## src/rtl/muldiv_sequencer.sv

```systemverilog
// muldiv_sequencer: sequences one MULT/DIV operation at a time for the control unit.
//
// Flow: accept the request and latch its operands, pulse the selected unit's start,
// wait for that unit's done (bounded by TIMEOUT cycles), then write HI/LO.
// A DIV with a zero divisor skips the unit and reports div_zero.
// A unit that never completes reports timeout_err.
//
// Ports
//   clk, reset                  clock, asynchronous active-high reset
//   req_valid/req_op/req_a/b    request from the control unit (op 0 = MULT, 1 = DIV)
//   req_ready                   high only while idle
//   flush                       synchronous abort of the in-flight operation
//   op_a, op_b                  latched operands to the multiplier/divider
//   mult_start, div_start       one-cycle start pulses
//   mult_done, div_done         unit completion pulses
//   mult_hi/lo, div_quot/rem    unit results, valid with the matching done
//   hi_data/lo_data/hi_write/lo_write  HI/LO register write port
//   busy                        high whenever not idle
//   op_done, div_zero, timeout_err     one-cycle status pulses
module muldiv_sequencer #(
    parameter int unsigned TIMEOUT = 64
) (
    input  logic        clk,
    input  logic        reset,
    input  logic        req_valid,
    input  logic        req_op,
    input  logic [31:0] req_a,
    input  logic [31:0] req_b,
    output logic        req_ready,
    input  logic        flush,
    output logic [31:0] op_a,
    output logic [31:0] op_b,
    output logic        mult_start,
    output logic        div_start,
    input  logic        mult_done,
    input  logic        div_done,
    input  logic [31:0] mult_hi,
    input  logic [31:0] mult_lo,
    input  logic [31:0] div_quot,
    input  logic [31:0] div_rem,
    output logic [31:0] hi_data,
    output logic [31:0] lo_data,
    output logic        hi_write,
    output logic        lo_write,
    output logic        busy,
    output logic        op_done,
    output logic        div_zero,
    output logic        timeout_err
);

    typedef enum logic [2:0] {StIdle, StStart, StWait, StWrite, StErr} state_e;

    localparam logic [7:0] CntLast = 8'(TIMEOUT - 1);

    state_e     state;
    logic       op;
    logic [7:0] wait_cnt;
    logic       sel_done;

    // Only the unit we started may complete the operation.
    assign sel_done  = op ? div_done : mult_done;
    assign busy      = (state != StIdle);
    assign req_ready = (state == StIdle);

    always_ff @(posedge clk or posedge reset) begin
        if (reset) begin
            state       <= StIdle;
            op          <= 1'b0;
            wait_cnt    <= 8'd0;
            op_a        <= 32'd0;
            op_b        <= 32'd0;
            hi_data     <= 32'd0;
            lo_data     <= 32'd0;
            mult_start  <= 1'b0;
            div_start   <= 1'b0;
            hi_write    <= 1'b0;
            lo_write    <= 1'b0;
            op_done     <= 1'b0;
            div_zero    <= 1'b0;
            timeout_err <= 1'b0;
        end else begin
            // Pulses are set on the transition into the state that shows them.
            mult_start  <= 1'b0;
            div_start   <= 1'b0;
            hi_write    <= 1'b0;
            lo_write    <= 1'b0;
            op_done     <= 1'b0;
            div_zero    <= 1'b0;
            timeout_err <= 1'b0;

            unique case (state)
                StIdle: begin
                    // flush in idle suppresses acceptance for that cycle
                    if (req_valid && !flush) begin
                        op   <= req_op;
                        op_a <= req_a;
                        op_b <= req_b;
                        if (req_op && (req_b == 32'd0)) begin
                            state    <= StErr;
                            div_zero <= 1'b1;
                        end else begin
                            state      <= StStart;
                            mult_start <= ~req_op;
                            div_start  <= req_op;
                        end
                    end
                end
                StStart: begin
                    wait_cnt <= 8'd0;
                    state    <= flush ? StIdle : StWait;
                end
                StWait: begin
                    if (flush) begin
                        state <= StIdle;
                    end else if (sel_done) begin
                        // done beats a timeout landing in the same cycle
                        hi_data  <= op ? div_rem  : mult_hi;
                        lo_data  <= op ? div_quot : mult_lo;
                        hi_write <= 1'b1;
                        lo_write <= 1'b1;
                        op_done  <= 1'b1;
                        state    <= StWrite;
                    end else if (wait_cnt == CntLast) begin
                        timeout_err <= 1'b1;
                        state       <= StErr;
                    end else begin
                        wait_cnt <= wait_cnt + 8'd1;
                    end
                end
                StWrite: state <= StIdle;
                StErr:   state <= StIdle;
                default: state <= StIdle;
            endcase
        end
    end

endmodule

```

## config.mk

```make
export PLATFORM = sky130hd
export DESIGN_NAME = muldiv_sequencer
export DESIGN_NICKNAME = d
export VERILOG_FILES = /design/src/rtl/muldiv_sequencer.sv
export SDC_FILE = /design/constraint.sdc
export NUM_CORES = 1
export LEC_CHECK = 0
export CORE_AREA = 2 2 131 133
export CTS_BUF_LIST = sky130_fd_sc_hd__clkbuf_8
export DETAILED_ROUTE_END_ITERATION = 7
export DIE_AREA = 0 0 133 135
export PLACE_DENSITY_LB_ADDON = 0.2
export SETUP_SLACK_MARGIN = 0.15
export SLEW_MARGIN = 30
export SYNTH_ARGS = -nofsm -noshare
export SYNTH_HDL_FRONTEND = slang
export SYNTH_SLANG_ARGS = --single-unit
export TNS_END_PERCENT = 1
```

## constraint.sdc

```tcl
create_clock -name clk -period 8.8 [get_ports clk]
set_clock_uncertainty 0.2 [all_clocks]
set_input_delay 1.76 -clock clk [delete_from_list [all_inputs] [get_ports clk]]
set_output_delay 1.76 -clock clk [all_outputs]
set_load 0.03 [all_outputs]
```

# After elaboration in Yosys (flattened, before gate mapping)
# Index checks and enable logic that the tools add are counted.
dict set report word_totals {
  ff_bits 145
  elab_cells 64
  input_bits 199
  out_inout_bits 137
}
dict set report op_classes {
  mux 30
  add_sub_neg 1
  n_bitwise 2
  n_eq_ne 8
  reduce_logical 11
}
# op count
set ops {}
lappend ops {{$mux W32} 2}
lappend ops {{$logic_not A32 Y1} 1}
lappend ops {{$mux W8} 3}
lappend ops {{$mux W1} 17}
lappend ops {{$pmux W8 S2} 1}
lappend ops {{$mux W3} 5}
lappend ops {{$pmux W3 S3} 1}
lappend ops {{$add A8 B1 Y8 const B} 1}
lappend ops {{$eq A8 B6 Y1 const B} 1}
lappend ops {{$ne A2 B2 Y1 const B} 3}
lappend ops {{$ne A4 B4 Y1 const B} 1}
lappend ops {{$reduce_and A2 Y1} 2}
lappend ops {{$reduce_and A4 Y1} 1}
lappend ops {{$eq A3 B1 Y1 const B} 1}
lappend ops {{$eq A3 B2 Y1 const B} 1}
lappend ops {{$logic_not A3 Y1} 1}
lappend ops {{$reduce_and A3 Y1} 1}
lappend ops {{$reduce_bool A3 Y1} 1}
lappend ops {{$logic_and A1 B1 Y1} 2}
lappend ops {{$mux W2} 1}
lappend ops {{$ne A2 B1 Y1 const B} 1}
lappend ops {{$not A1 Y1} 2}
lappend ops {{$reduce_bool A2 Y1} 1}
lappend ops {{$logic_not A1 Y1} 1}

# Depth between registers and ports, before layout
dict set report logic_depth {
  depth_word 5
  ltp_mapped 9
  ltp_nobuf 6
}

# Worst setup path after synthesis
# No wires, ideal clock.
dict set report synth_timing {
  kind {input to register}
  from {input port flush}
  to {register lo_data[1]}
  setup_time_ps 135
  stages 7
  path_slack_ps 5650
  required_ps 8465
  t_arrival_ps 2815
  n_path_buf 3
  cell_sequence {nor4b_4 nand2b_1 buf_2 buf_2 buf_2 nand2_1 o21ai_0}
}
dict set report synth_via {
  elab_chain_len 2
}
# element line
set synth_rtl {}
lappend synth_rtl {{from (decl)} 30} ;# input logic flush,
lappend synth_rtl {{$not A1 Y1 (no line)} -}
lappend synth_rtl {{$reduce_and A3 Y1 (no line)} -}
lappend synth_rtl {{to (signal assigned)} 118} ;# lo_data <= op ? div_quot : mult_lo;
lappend synth_rtl {{to (decl)} 42} ;# output logic [31:0] lo_data,
# No other way between the ends.
# A chain may end at the register's enable or synchronous reset.

# Worst setup path in the final report
dict set report layout_timing {
  from {register state[2]}
  to {output port req_ready}
}
dict set report layout_via {
  elab_chain_len 1
}
# element line
set layout_rtl {}
lappend layout_rtl {{from (decl)} 55} ;# state_e state;
lappend layout_rtl {{from (signal assigned)} 67} ;# state <= StIdle;
lappend layout_rtl {{from (signal assigned)} 99} ;# state <= StErr;
lappend layout_rtl {{from (signal assigned)} 102} ;# state <= StStart;
lappend layout_rtl {{$logic_not A3 Y1} 63} ;# assign req_ready = (state == StIdle);
lappend layout_rtl {{to (decl)} 29} ;# output logic req_ready,
# No other way between the ends.

==> impl_metrics.py <==
metrics = {
    "drt": {
        "post-route-drc-count": 0,
        "via_count": 5585,
        "detail-route-antenna-nets": 0,
        "totalWireLength_um": 19600,
        "viasPerCell": 4.67,
        "drtPass1Iterations": 5,
        "wl_per_cell_um": 16.4,
        "drtIter0Drc": 298,
    },
    "yosys": {
        "synth_nets": 844,
        "yosys.area.top_type_share_pct": 58.5,
        "synth.avg_cell_area_um2": 9.63,
        "yosysUniqueCellTypes": 35,
        "synth.area.top_cells": "dfrtp_1 (58%), nand2_1 (16%), mux2i_1 (10%), o21ai_0 (5.1%), buf_2 (1.2%)",
        "synth-seq-area-share_pct": 58.5,
        "ys_ff_latch": 145,
        "yosysTopAreaCell": "dfrtp_1",
        "syn_area_um2": 6200,
        "synth_warnings": 0,
        "syn_inst": 644,
    },
    "clock_tree": {
        "hold_buffers": 0,
        "clockRootBuffer": "clkbuf_8",
        "post_cts_buffers": 0,
        "cts.sinks": 145,
        "h-tree-depth": 4,
        "clkSlewWorstSetupHoldPaths_ns": 0.08,
        "ctsResizeCount": 0,
        "clk_path_buf_depth": 2,
        "cts_tree": "done",
        "clock_latency_ns": 0.44,
        "cts_buffers": 17,
    },
    "cells_and_area": {
        "final_util_pct": 61.7,
        "nets": 1165,
        "drive_above_1_share_pct": 4.71,
        "layout_common_cells": "clkdlybuf4s50_1 (335), nand2_1 (263), dfrtp_1 (144), mux2i_1 (64), o21ai_0 (63)",
        "final_cell_area_um2": 10100,
        "final_common_cell": "clkdlybuf4s50_1",
        "area_growth_pct": 63.2,
    },
    "sta": {
        "tns_ns": 0,
        "slew_headroom_pct": 46.0,
        "worstMarginPinSlew_ns": 0.810,
        "clock.fmax_mhz": 254,
        "slew_violations": 0,
        "fin_crit_ns": 3.94,
        "hold_ws_ns": 0.274,
        "hold_viol_final": 0,
        "setup_violations": 0,
        "rsz0062_at_grt": "false",
        "fin_crit_sh_pct": 44.7,
        "fin_ws_ns": 4.86,
    },
    "global_routing": {
        "top_usage_layer": "met2",
        "globalRouteOverflowTotal": 0,
        "grtUsageMet2_pct": 36.1,
        "antenna_found_initial": 2,
        "grt_usage_pct": 21.9,
        "grt.met3_usage_pct": 8.97,
        "first_global_vias": 5514,
        "grt_max_degree": 90,
        "grt_pass1_wl_um": 30000,
        "met1_usage_pct": 26.2,
    },
    "min_path": {
        "hp-class": "reg -> reg",
        "worstHoldPathCells": 2,
    },
    "flow_run": {
        "drv_cap": 0,
    },
    "floorplan": {
        "io_pins": 336,
        "die_area_um2": 18000,
        "die_y_um": 135,
        "initial_utilization_pct": 37.8,
        "die_width_um": 133,
        "placementRows": 47,
        "coreArea_um2": 16400,
    },
    "worst_setup_path": {
        "crit_family": "buffers and inverters",
        "worstPathRequired_ns": 6.84,
        "worstSetupPathType": "reg -> out",
        "cp_cell_sequence": "nor2_1 > nand2_1 > inv_1 > clkdlybuf4s50_1",
        "cp-start-kind": "register",
        "end_kind": "primary output",
        "cp_num_buf_inv": 2,
        "worst_ep_arrival_time_ns": 1.98,
        "slowest_stage": "clkdlybuf4s50_1",
        "cpPeakStageDelay_ns": 0.69,
        "cp_num_cells": 4,
        "crit_fanout": 7,
        "r2r_cells": 6,
    },
    "pwr": {
        "p_leak_nw": 4.58,
        "power_density_nw_per_um2": 334,
        "peakVddDrop_uv": 181,
    },
    "run_status": {
        "status": "completed",
    },
    "placement": {
        "place.gp.congestion": 0.765,
        "port_buffers": 335,
        "place_area_um2": 9760,
        "hpwl_um": 14900,
        "pre_cts_ws_ns": 4.80,
    },
}
## flip-flops by register name, summed over array words and instances, names as in the netlist
name,cells
mult_start,1
lo_data,32
timeout_err,1
div_start,1
op,1
div_zero,1
op_b,32
op_a,32
wait_cnt,8
op_done,1
hi_data,32
state,3
## kinds of logic (layout without fill, tap and decap cells)
group                    Yosys count  in the layout  share of synthesized area, %
AO/OA/AOI/OAI                     86             86                          7.66
multiplexers                      65             65                          10.5
AND/OR/NAND/NOR                  301            301                          19.8
flip-flops                       145            145                          58.5
adder cells (fa/ha/maj)            1              1                         0.202
other                              0              1                             0
buffers and inverters             46            378                          3.33
## Yosys cell counts
master       n
a21oi_1      6
a311oi_1     1
a31o_2       1
a31oi_1      1
and2_1       1
and3_1       2
buf_1        9
buf_2       15
buf_4        2
buf_6        1
clkbuf_1    13
dfrtp_1    145
ha_1         1
inv_1        6
mux2i_1     64
mux2i_2      1
nand2_1    264
nand2b_1     1
nand3_1      6
nand4_1      2
nand4bb_1    1
nor2_1       5
nor2b_1      2
nor3_1       3
nor4_1       8
nor4b_1      1
nor4b_4      1
o211ai_1     1
o211ai_4     1
o21ai_0     63
o21ai_1      6
o311ai_0     2
o31ai_1      4
or3_1        2
or4_1        2
## routing by layer
metal  part of all wire (%)  vias up
li1                       -     2772
met1                     41     2544
met2                     48      243
met3                     10       24
met4                    1.7        2
met5                  0.071        -
## worst reg2reg max path, delay by kind of cell, from the launching register on
| family | cells | cell delay (ns) |
|---|---|---|
| flip-flops | 1 | 0.68 |
| AO/OA/AOI/OAI | 1 | 0.16 |
| buffers and inverters | 3 | 1.07 |
| multiplexers | 1 | 0.45 |
| AND/OR/NAND/NOR | 1 | 0.20 |
## where the power goes
group          switching (mW)  internal, mW  total, mW
Sequential              0.172         0.943       1.12
Clock                   0.249         0.240      0.489
Combinational            1.03         0.750       1.78
Total                    1.45          1.93       3.38
## layout make-up
cell class | count | area, um^2
clock buffers | 20 | 275
multi-input cells | 453 | 2380
well taps | 220 | 275
inverters | 6 | 27.5
clock inverters | 10 | 87.6
flip-flops and latches | 145 | 3630
fillers | 1414 | 6280
diodes | 1 | 2.50
repair buffers | 342 | 3440
## final timing paths
check                      slack, ns          to  startpoint
max in group asynchronous       5.47  lo_data[8]       reset
setup / recovery                4.86   req_ready    state[2]
setup reg to reg                5.91  lo_data[9]          op
hold reg to reg                 0.27     op_b[0]     op_b[0]
hold / removal                  0.27     op_b[0]     op_b[0]
min in group asynchronous       1.62    op_a[22]       reset
## per-stage QoR
| stage | total power, mW | cells |
|---|---|---|
| CTS | 3.42 | 1196 |
| detailed placement | 2.92 | 1166 |
| floorplan | 2.10 | 644 |
| global route | 3.58 | 1196 |
| finish | 3.38 | 1197 |
| global placement | 2.88 | 1163 |
Note: power is estimated with default switching activity, not from simulation.
